===== config.mk =====
export PLATFORM = sky130hd
export DESIGN_NAME = uart_cmd_ctrl_flat
export DESIGN_NICKNAME = d
export VERILOG_FILES = /design/src/rtl/uart_cmd_ctrl_if.sv /design/src/rtl/uart_cmd_ctrl.sv /design/src/flat_wrapper.sv
export SDC_FILE = /design/constraint.sdc
export NUM_CORES = 1
export LEC_CHECK = 0
export ABC_AREA = 0
export BUFFER_PORTS_ARGS = -buffer_cell sky130_fd_sc_hd__buf_2
export CORE_UTILIZATION = 51
export DETAILED_ROUTE_END_ITERATION = 16
export GPL_TIMING_DRIVEN = 0
export PLACE_DENSITY_LB_ADDON = 0.1
export SLEW_MARGIN = 20
export SYNTH_ARGS = -nofsm -noshare
export SYNTH_HDL_FRONTEND = slang
export SYNTH_SLANG_ARGS = --single-unit

===== constraint.sdc =====
create_clock -name clk -period 11.15 [get_ports clk]
set_input_delay 1.115 -clock clk [delete_from_list [all_inputs] [get_ports clk]]
set_output_delay 1.115 -clock clk [all_outputs]
set_load 0.02 [all_outputs]

===== src/rtl/uart_cmd_ctrl_if.sv =====
// rtl/uart_cmd_ctrl_if.sv - command, register-bus and response signal bundle for uart_cmd_ctrl
interface uart_cmd_ctrl_if;
    logic        cmd_valid;
    logic        cmd_r;
    logic        cmd_w;
    logic        cmd_fail;
    logic [7:0]  cmd_addr;
    logic [31:0] cmd_data;
    logic        cmd_full;
    logic        overflow;

    logic        bus_req;
    logic        bus_we;
    logic [7:0]  bus_addr;
    logic [31:0] bus_wdata;
    logic        bus_ack;
    logic [31:0] bus_rdata;

    logic        rsp_valid;
    logic        rsp_ready;
    logic [1:0]  rsp_status;
    logic [31:0] rsp_data;

    // Controller view
    modport slave (
        input  cmd_valid, cmd_r, cmd_w, cmd_fail, cmd_addr, cmd_data,
        input  bus_ack, bus_rdata, rsp_ready,
        output cmd_full, overflow, bus_req, bus_we, bus_addr, bus_wdata,
        output rsp_valid, rsp_status, rsp_data
    );

    // Decoder / register bus / transmitter view
    modport master (
        output cmd_valid, cmd_r, cmd_w, cmd_fail, cmd_addr, cmd_data,
        output bus_ack, bus_rdata, rsp_ready,
        input  cmd_full, overflow, bus_req, bus_we, bus_addr, bus_wdata,
        input  rsp_valid, rsp_status, rsp_data
    );
endinterface


===== src/rtl/uart_cmd_ctrl.sv =====
// rtl/uart_cmd_ctrl.sv - command queue + IDLE/ISSUE/RESP bus sequencer; UART_CTRL_TIMEOUT_EN adds an ack timeout
module uart_cmd_ctrl #(
    parameter int FIFO_DEPTH  = 4,
    parameter int TIMEOUT_CYC = 255
) (
    input  logic            clk,
    input  logic            rst,
    uart_cmd_ctrl_if.slave  io
);
    localparam int PTR_W = (FIFO_DEPTH > 1) ? $clog2(FIFO_DEPTH) : 1;
    localparam int CNT_W = $clog2(FIFO_DEPTH + 1);
    localparam int ENT_W = 43;

    // Reject configurations the pointer arithmetic and 8-bit timeout counter cannot support
    if (FIFO_DEPTH < 2 || FIFO_DEPTH > 16 || (FIFO_DEPTH & (FIFO_DEPTH - 1)) != 0 ||
        TIMEOUT_CYC < 1 || TIMEOUT_CYC > 255) begin : g_bad_cfg
        $error("uart_cmd_ctrl: FIFO_DEPTH or TIMEOUT_CYC out of range");
    end

    typedef enum logic [1:0] {IDLE, ISSUE, RESP} state_t;

    logic [ENT_W-1:0] mem_q [FIFO_DEPTH];
    logic [ENT_W-1:0] mem_d [FIFO_DEPTH];
    logic [PTR_W-1:0] wr_ptr_q, wr_ptr_d, rd_ptr_q, rd_ptr_d;
    logic [CNT_W-1:0] count_q, count_d;
    state_t           state_q, state_d;
    logic             bus_req_q, bus_req_d, bus_we_q, bus_we_d;
    logic [7:0]       bus_addr_q, bus_addr_d;
    logic [31:0]      bus_wdata_q, bus_wdata_d;
    logic             rsp_valid_q, rsp_valid_d;
    logic [1:0]       rsp_status_q, rsp_status_d;
    logic [31:0]      rsp_data_q, rsp_data_d;
`ifdef UART_CTRL_TIMEOUT_EN
    logic [7:0]       tmo_q, tmo_d;
`endif

    logic             full, push, pop;
    logic [ENT_W-1:0] head;

    assign full = (count_q == CNT_W'(FIFO_DEPTH));
    // A full queue drops the command even if the FSM pops this same cycle
    assign push = io.cmd_valid && !full;
    assign head = mem_q[rd_ptr_q];

    assign io.cmd_full   = full;
    assign io.overflow   = io.cmd_valid && full;
    assign io.bus_req    = bus_req_q;
    assign io.bus_we     = bus_we_q;
    assign io.bus_addr   = bus_addr_q;
    assign io.bus_wdata  = bus_wdata_q;
    assign io.rsp_valid  = rsp_valid_q;
    assign io.rsp_status = rsp_status_q;
    assign io.rsp_data   = rsp_data_q;

    // Queue storage, pointers (wrap by power-of-two overflow) and occupancy
    always_comb begin
        mem_d    = mem_q;
        wr_ptr_d = wr_ptr_q;
        rd_ptr_d = rd_ptr_q;
        if (push) begin
            mem_d[wr_ptr_q] = {io.cmd_r, io.cmd_w, io.cmd_fail, io.cmd_addr, io.cmd_data};
            wr_ptr_d        = wr_ptr_q + PTR_W'(1);
        end
        if (pop) begin
            rd_ptr_d = rd_ptr_q + PTR_W'(1);
        end
        count_d = count_q + {{(CNT_W-1){1'b0}}, push} - {{(CNT_W-1){1'b0}}, pop};
    end

    // Sequencer: pop a command, run the bus access, then hold the response until taken
    always_comb begin
        state_d      = state_q;
        pop          = 1'b0;
        bus_req_d    = bus_req_q;
        bus_we_d     = bus_we_q;
        bus_addr_d   = bus_addr_q;
        bus_wdata_d  = bus_wdata_q;
        rsp_valid_d  = rsp_valid_q;
        rsp_status_d = rsp_status_q;
        rsp_data_d   = rsp_data_q;
`ifdef UART_CTRL_TIMEOUT_EN
        tmo_d        = tmo_q;
`endif
        case (state_q)
            IDLE: begin
                if (count_q != '0) begin
                    pop = 1'b1;
                    // Exactly one of R/W with no decode failure is a legal bus command
                    if (!head[40] && (head[42] ^ head[41])) begin
                        state_d     = ISSUE;
                        bus_req_d   = 1'b1;
                        bus_we_d    = head[41];
                        bus_addr_d  = head[39:32];
                        bus_wdata_d = head[31:0];
`ifdef UART_CTRL_TIMEOUT_EN
                        tmo_d       = 8'd0;
`endif
                    end else begin
                        state_d      = RESP;
                        rsp_valid_d  = 1'b1;
                        rsp_status_d = 2'b10;
                        rsp_data_d   = 32'd0;
                    end
                end
            end
            ISSUE: begin
`ifdef UART_CTRL_TIMEOUT_EN
                tmo_d = tmo_q + 8'd1;
`endif
                // Ack wins over a timeout landing on the same cycle
                if (io.bus_ack) begin
                    state_d      = RESP;
                    bus_req_d    = 1'b0;
                    rsp_valid_d  = 1'b1;
                    rsp_status_d = bus_we_q ? 2'b00 : 2'b01;
                    rsp_data_d   = bus_we_q ? 32'd0 : io.bus_rdata;
                end
`ifdef UART_CTRL_TIMEOUT_EN
                else if (tmo_d == 8'(TIMEOUT_CYC)) begin
                    state_d      = RESP;
                    bus_req_d    = 1'b0;
                    rsp_valid_d  = 1'b1;
                    rsp_status_d = 2'b11;
                    rsp_data_d   = 32'd0;
                    tmo_d        = 8'd0;
                end
`endif
            end
            RESP: begin
                if (io.rsp_ready) begin
                    state_d     = IDLE;
                    rsp_valid_d = 1'b0;
                end
            end
            default: state_d = IDLE;
        endcase
    end

    // State register; reset aborts any transaction and empties the queue
    always_ff @(posedge clk or posedge rst) begin
        if (rst) begin
            for (int i = 0; i < FIFO_DEPTH; i++) begin
                mem_q[i] <= '0;
            end
            wr_ptr_q     <= '0;
            rd_ptr_q     <= '0;
            count_q      <= '0;
            state_q      <= IDLE;
            bus_req_q    <= 1'b0;
            bus_we_q     <= 1'b0;
            bus_addr_q   <= 8'd0;
            bus_wdata_q  <= 32'd0;
            rsp_valid_q  <= 1'b0;
            rsp_status_q <= 2'b00;
            rsp_data_q   <= 32'd0;
`ifdef UART_CTRL_TIMEOUT_EN
            tmo_q        <= 8'd0;
`endif
        end else begin
            mem_q        <= mem_d;
            wr_ptr_q     <= wr_ptr_d;
            rd_ptr_q     <= rd_ptr_d;
            count_q      <= count_d;
            state_q      <= state_d;
            bus_req_q    <= bus_req_d;
            bus_we_q     <= bus_we_d;
            bus_addr_q   <= bus_addr_d;
            bus_wdata_q  <= bus_wdata_d;
            rsp_valid_q  <= rsp_valid_d;
            rsp_status_q <= rsp_status_d;
            rsp_data_q   <= rsp_data_d;
`ifdef UART_CTRL_TIMEOUT_EN
            tmo_q        <= tmo_d;
`endif
        end
    end
endmodule


===== src/flat_wrapper.sv =====
// flat-port wrapper written by rule: the top's interface ports become plain ports
module uart_cmd_ctrl_flat 
#(
    parameter int FIFO_DEPTH  = 4,
    parameter int TIMEOUT_CYC = 255
)
  (clk, rst, io_cmd_valid, io_cmd_r, io_cmd_w, io_cmd_fail, io_cmd_addr, io_cmd_data, io_bus_ack, io_bus_rdata, io_rsp_ready, io_cmd_full, io_overflow, io_bus_req, io_bus_we, io_bus_addr, io_bus_wdata, io_rsp_valid, io_rsp_status, io_rsp_data);
  uart_cmd_ctrl_if io_i ();
  input  logic clk;
  input  logic rst;
  input wire logic [$bits(io_i.cmd_valid)-1:0] io_cmd_valid;
  input wire logic [$bits(io_i.cmd_r)-1:0] io_cmd_r;
  input wire logic [$bits(io_i.cmd_w)-1:0] io_cmd_w;
  input wire logic [$bits(io_i.cmd_fail)-1:0] io_cmd_fail;
  input wire logic [$bits(io_i.cmd_addr)-1:0] io_cmd_addr;
  input wire logic [$bits(io_i.cmd_data)-1:0] io_cmd_data;
  input wire logic [$bits(io_i.bus_ack)-1:0] io_bus_ack;
  input wire logic [$bits(io_i.bus_rdata)-1:0] io_bus_rdata;
  input wire logic [$bits(io_i.rsp_ready)-1:0] io_rsp_ready;
  output wire logic [$bits(io_i.cmd_full)-1:0] io_cmd_full;
  output wire logic [$bits(io_i.overflow)-1:0] io_overflow;
  output wire logic [$bits(io_i.bus_req)-1:0] io_bus_req;
  output wire logic [$bits(io_i.bus_we)-1:0] io_bus_we;
  output wire logic [$bits(io_i.bus_addr)-1:0] io_bus_addr;
  output wire logic [$bits(io_i.bus_wdata)-1:0] io_bus_wdata;
  output wire logic [$bits(io_i.rsp_valid)-1:0] io_rsp_valid;
  output wire logic [$bits(io_i.rsp_status)-1:0] io_rsp_status;
  output wire logic [$bits(io_i.rsp_data)-1:0] io_rsp_data;
  assign io_i.cmd_valid = io_cmd_valid;
  assign io_i.cmd_r = io_cmd_r;
  assign io_i.cmd_w = io_cmd_w;
  assign io_i.cmd_fail = io_cmd_fail;
  assign io_i.cmd_addr = io_cmd_addr;
  assign io_i.cmd_data = io_cmd_data;
  assign io_i.bus_ack = io_bus_ack;
  assign io_i.bus_rdata = io_bus_rdata;
  assign io_i.rsp_ready = io_rsp_ready;
  assign io_cmd_full = io_i.cmd_full;
  assign io_overflow = io_i.overflow;
  assign io_bus_req = io_i.bus_req;
  assign io_bus_we = io_i.bus_we;
  assign io_bus_addr = io_i.bus_addr;
  assign io_bus_wdata = io_i.bus_wdata;
  assign io_rsp_valid = io_i.rsp_valid;
  assign io_rsp_status = io_i.rsp_status;
  assign io_rsp_data = io_i.rsp_data;
  uart_cmd_ctrl #(.FIFO_DEPTH(FIFO_DEPTH), .TIMEOUT_CYC(TIMEOUT_CYC)) u_core (.clk(clk), .rst(rst), .io(io_i));
endmodule

== Word-level counts from Yosys, hierarchy flattened ==
Index checks and enable logic that the tools add are counted.

* Add/sub/neg operators: 4
* Magnitude comparators: 3
* Eq/ne operators: 8
* Multiplexer cells: 32
* Bitwise gates (word level): 3
* Reduce and logical (&&, ||, !) cells: 15

{| class="wikitable"
|+ Operators with widths
! cell !! count
|-
| 172-bit bitwise mux || 1
|-
| 43-bit two-way mux || 3
|-
| 32-bit two-way mux || 4
|-
| 43-bit binary-select mux with 2-bit select || 1
|-
| 43-bit demux with 2-bit select || 1
|-
| 32-bit one-hot mux with 2 select lines || 1
|-
| 2-bit two-way mux || 7
|-
| 1-bit two-way mux || 10
|-
| 4-bit AND reduction || 2
|-
| 3-bit greater-or-equal comparator, second input constant || 2
|-
| 2-bit != test, second input constant || 3
|-
| 2-bit NOT with 3-bit output || 2
|-
| 2-bit one-hot mux with 3 select lines || 1
|-
| 3-bit AND reduction || 2
|-
| 3-bit nonzero test || 2
|-
| 5-bit AND reduction || 1
|-
| 2-bit by 1-bit adder with 2-bit output, second input constant || 2
|-
| 1-bit logical AND || 4
|-
| 2-bit by 1-bit != test with 1-bit output, second input constant || 2
|-
| 2-bit one-hot mux with 2 select lines || 1
|-
| 3-bit by 1-bit adder with 3-bit output || 1
|-
| 3-bit == test, second input constant || 1
|-
| 3-bit by 1-bit < comparator with 1-bit output, second input constant || 1
|-
| 1-bit one-hot mux with 3 select lines || 1
|-
| 8 further kinds || 9
|}

* Flip-flop bits (word level): 258
* Input port bits: 80
* Output and inout port bits: 79

== Logic depth before layout (Yosys ltp) ==
* Depth in word-level cells: 9
* Mapped depth: 8
* Depth with buffers taken out: 8

== Least setup slack after synthesis ==
No wires, ideal clock.

* Path kind: register -> output
* Start point: register u_core.count_q[1]
* End point: output io_overflow
* Arrival: 1.377 ns
* Path slack: 8.658 ns
* Stages on the path, launching flop included: 3
* Cells stage by stage: dfrtp_1 > nor3b_1 > and2_1

* Longest elaborated chain between the ends: 2

{| class="wikitable"
|+ Ends and longest elaborated chain
! element !! RTL line !! RTL
|-
| start: declaration || uart_cmd_ctrl.sv:25 || <nowiki>logic [CNT_W-1:0] count_q, count_d;</nowiki>
|-
| start signal: assignment || uart_cmd_ctrl.sv:163 || <nowiki>count_q <= count_d;</nowiki>
|-
| 3-bit == test || uart_cmd_ctrl.sv:40 || <nowiki>assign full = (count_q == CNT_W'(FIFO_DEPTH));</nowiki>
|-
| via io_cmd_full || flat_wrapper.sv:20 || <nowiki>output wire logic [$bits(io_i.cmd_full)-1:0] io_cmd_full;</nowiki>
|-
| 1-bit logical AND || uart_cmd_ctrl.sv:46 || <nowiki>assign io.overflow = io.cmd_valid && full;</nowiki>
|-
| end: declaration || flat_wrapper.sv:21 || <nowiki>output wire logic [$bits(io_i.overflow)-1:0] io_overflow;</nowiki>
|}

The timed path passes the listed nets, and every way through them passes these cells.

== Worst setup path after layout ==
* Start point: register u_core.count_q[1]
* End point: output io_overflow

* Longest elaborated chain between the ends: 2

{| class="wikitable"
|+ Ends and longest elaborated chain
! element !! RTL line
|-
| 3-bit == test || uart_cmd_ctrl.sv:40
|-
| 1-bit logical AND || uart_cmd_ctrl.sv:46
|}

Every way passes these cells.

==> reports/results.ini <==
[min_path]
hp-class=flop to flop

[synth]
synthSimpleGateAreaFrac_pct=1.40
synthDistinctLibCells=30
yosys_warnings=0
async_reset_ff_share_pct=100
avgSynthCellArea_um2=16.7
synth_fp_nets=732
synthMuxAreaShare_pct=31.3
netlist_area_um2=10800
synth_compound_area_share_pct=3.36
ys_seq_elements=258
synthAdderAreaFrac_pct=0.884
synthCells=645
synth_edf_count=0
ys.flop_type=dfrtp_1
synth_top_family_by_area=multiplexers
synth_xor_area_share_pct=0.640
seq_area_frac_synth_pct=60.0

[global_routing]
track_usage_pct=21.6
global_route.usage.met2_pct=38.3
grt_pass1_wl_um=36700
gr-usage-met3_pct=3.85
grt_max_degree=115
grt_pass1_vias=6928
grtUsageMet1_pct=27.4
grt_antenna_before_repair=1
gr-total-overflow=0
grt.busiest_layer=met2

[place]
post-dp-hpwl_um=15000
dp.cells=1075
gp_congestion=0.803
place_area_um2=11900
place.port_buffers=158

[die]
die_x_um=147
die_area_um2=21700
core_area_um2=20400
ios=159
num_rows=52
die_y_um=147
initial_utilization_pct=52.6

[cells_and_area]
final_area_um2=13000
layoutNonFillerInstCount=1129
ff_latch_area_um2=6460
mostFrequentLayoutCell=dfrtp_1
fillCellCount=1548
num-nets-final=922
mostFrequentLayoutCells=dfrtp_1, mux2_2, buf_2, mux4_2, a22o_1
drive_gt1_share_pct=58.0
area.growth.synth_to_final_pct=20.7
multi_input_area_um2=4040
final_util_pct=63.5

[power_and_ir_drop]
peakVddDrop_mv=0.142
leakage_nw=5.98
p_per_area_nw_per_um2=333
power_w=0.00432

[clock_network]
post_cts_resized=0
post_cts_buffers=0
cts_buffers=28
cts-htree-levels=1
cts_tree=done
ctsHoldBuffers=0
clk_path_buf_depth=3
cts_root_buffer=clkbuf_16
cts.sinks=258
clkLatencyLatePin_ps=520
path_clk_slew_ps=60

[routing]
drc=0
vias_per_cell=5.55
wl_per_cell_um=19.9
first_pass_iters=5
antenna_left=0
drt_iter0_drc=186
routed_wl_um=22400
num_vias=6262

[timing]
final.min_clock_period_ps=2820
finalHoldViolations=0
skew_ps=8.93
worstMarginPinSlew_ps=956
period_share_pct=25.3
relSlewSlack_pct=36.3
tns_ps=0
rsz0062_at_grt=no
maxSlewViolCount=0
setup_violations=0
max_freq_ghz=0.355

[flow_run]
cap_viol_max_count=0

[critical_path]
critPathLaunchType=flop
endpoint_kind=output port
cp.required_ps=10040
setup.worst_path.class=flop to output port
critPathMaxFanout=5
cp_data_arrival_time_ps=1700

[run_status]
outcome=finished, final reports clean

[metrics by stage]
step | hold slack [ps] | worst slack (ps)
after floorplan | 474 | 2940
final | 479 | 8330
after detailed placement | 467 | 8320
after global routing | 502 | 8250
after global placement | 463 | 954
after CTS | 480 | 8300
[final timing paths]
path	start	endpoint	slack [ps]	cells after the start
max reg2reg	u_core.state_q[1]	u_core.count_q[2]	8600	8
min in group asynchronous	rst	u_core.io.rsp_data[7]	570	2
min	u_core.io.rsp_status[0]	u_core.io.rsp_status[0]	480	1
min reg2reg	u_core.io.rsp_status[0]	u_core.io.rsp_status[0]	480	1
max in group asynchronous	rst	u_core.io.bus_wdata[5]	9300	4
max	u_core.count_q[1]	io_overflow	8330	3
[cell usage after synthesis, types with 2 or more instances]
library cell | instances | area, um2
dfrtp_1 | 258 | 6460
mux2_2 | 213 | 2400
mux4_2 | 43 | 968
a22o_1 | 32 | 280
buf_2 | 18 | 90.1
clkbuf_1 | 11 | 41.3
nand2_1 | 9 | 33.8
buf_6 | 8 | 90.1
inv_1 | 7 | 26.3
ha_1 | 6 | 75.1
nor2_1 | 5 | 18.8
nor3_1 | 5 | 25.0
a21oi_1 | 4 | 20.0
o21ai_0 | 4 | 20.0
xnor2_1 | 3 | 26.3
xor2_1 | 3 | 26.3
buf_1 | 2 | 7.51
nor2b_1 | 2 | 12.5
[critical path: stages (launching register included)]
cell and delay, ps:
dfrtp_1 430, nor3b_1 410, and2_1 180, buf_2 160
[power breakdown]
| group | leakage, nW | internal, W | switching [W] |
|---|---|---|---|
| Sequential | 3.13 | 0.00139 | 0.000222 |
| Combinational | 2.34 | 0.000928 | 0.000785 |
| Clock | 0.510 | 0.000638 | 0.000361 |
[logic make-up after synthesis]
| group | Yosys count |
|---|---|
| AND/OR/NAND/NOR | 28 |
| XOR/XNOR | 7 |
| multiplexers | 256 |
| buffers and inverters | 46 |
| flip-flops | 258 |
| AO/OA/AOI/OAI | 43 |
| adder cells (fa/ha/maj) | 7 |
[state kept, by name, indices dropped and copies added, names as in the netlist]
register,cells
u_core.io.bus_wdata,32
u_core.wr_ptr_q,2
u_core.count_q,3
u_core.mem_q,172
u_core.io.bus_we,1
u_core.io.bus_addr,8
u_core.io.rsp_data,32
u_core.io.rsp_status,2
u_core.io.bus_req,1
u_core.io.rsp_valid,1
u_core.state_q,2
u_core.rd_ptr_q,2
[layout make-up]
class                      count  share of cell area (%)
timing repair buffer         160                    6.52
tap                          270                    2.60
clock inverter                16                    1.79
buffer                        39                    1.76
multi-input combinational    341                    31.2
antenna                        2                  0.0386
sequential                   258                    49.8
clock buffer                  36                    6.10
inverter                       7                   0.260
[routing by layer]
layer  vias to the layer above  part of all wire, %  routed length, um
met5                         -                    0                  0
met3                        38                  4.3                969
met4                         0                  2.1                475
met1                      3315                   41               9270
met2                       132                   52              11700
li1                       2777                    -                  -
Note: power is estimated with default switching activity, not from simulation.
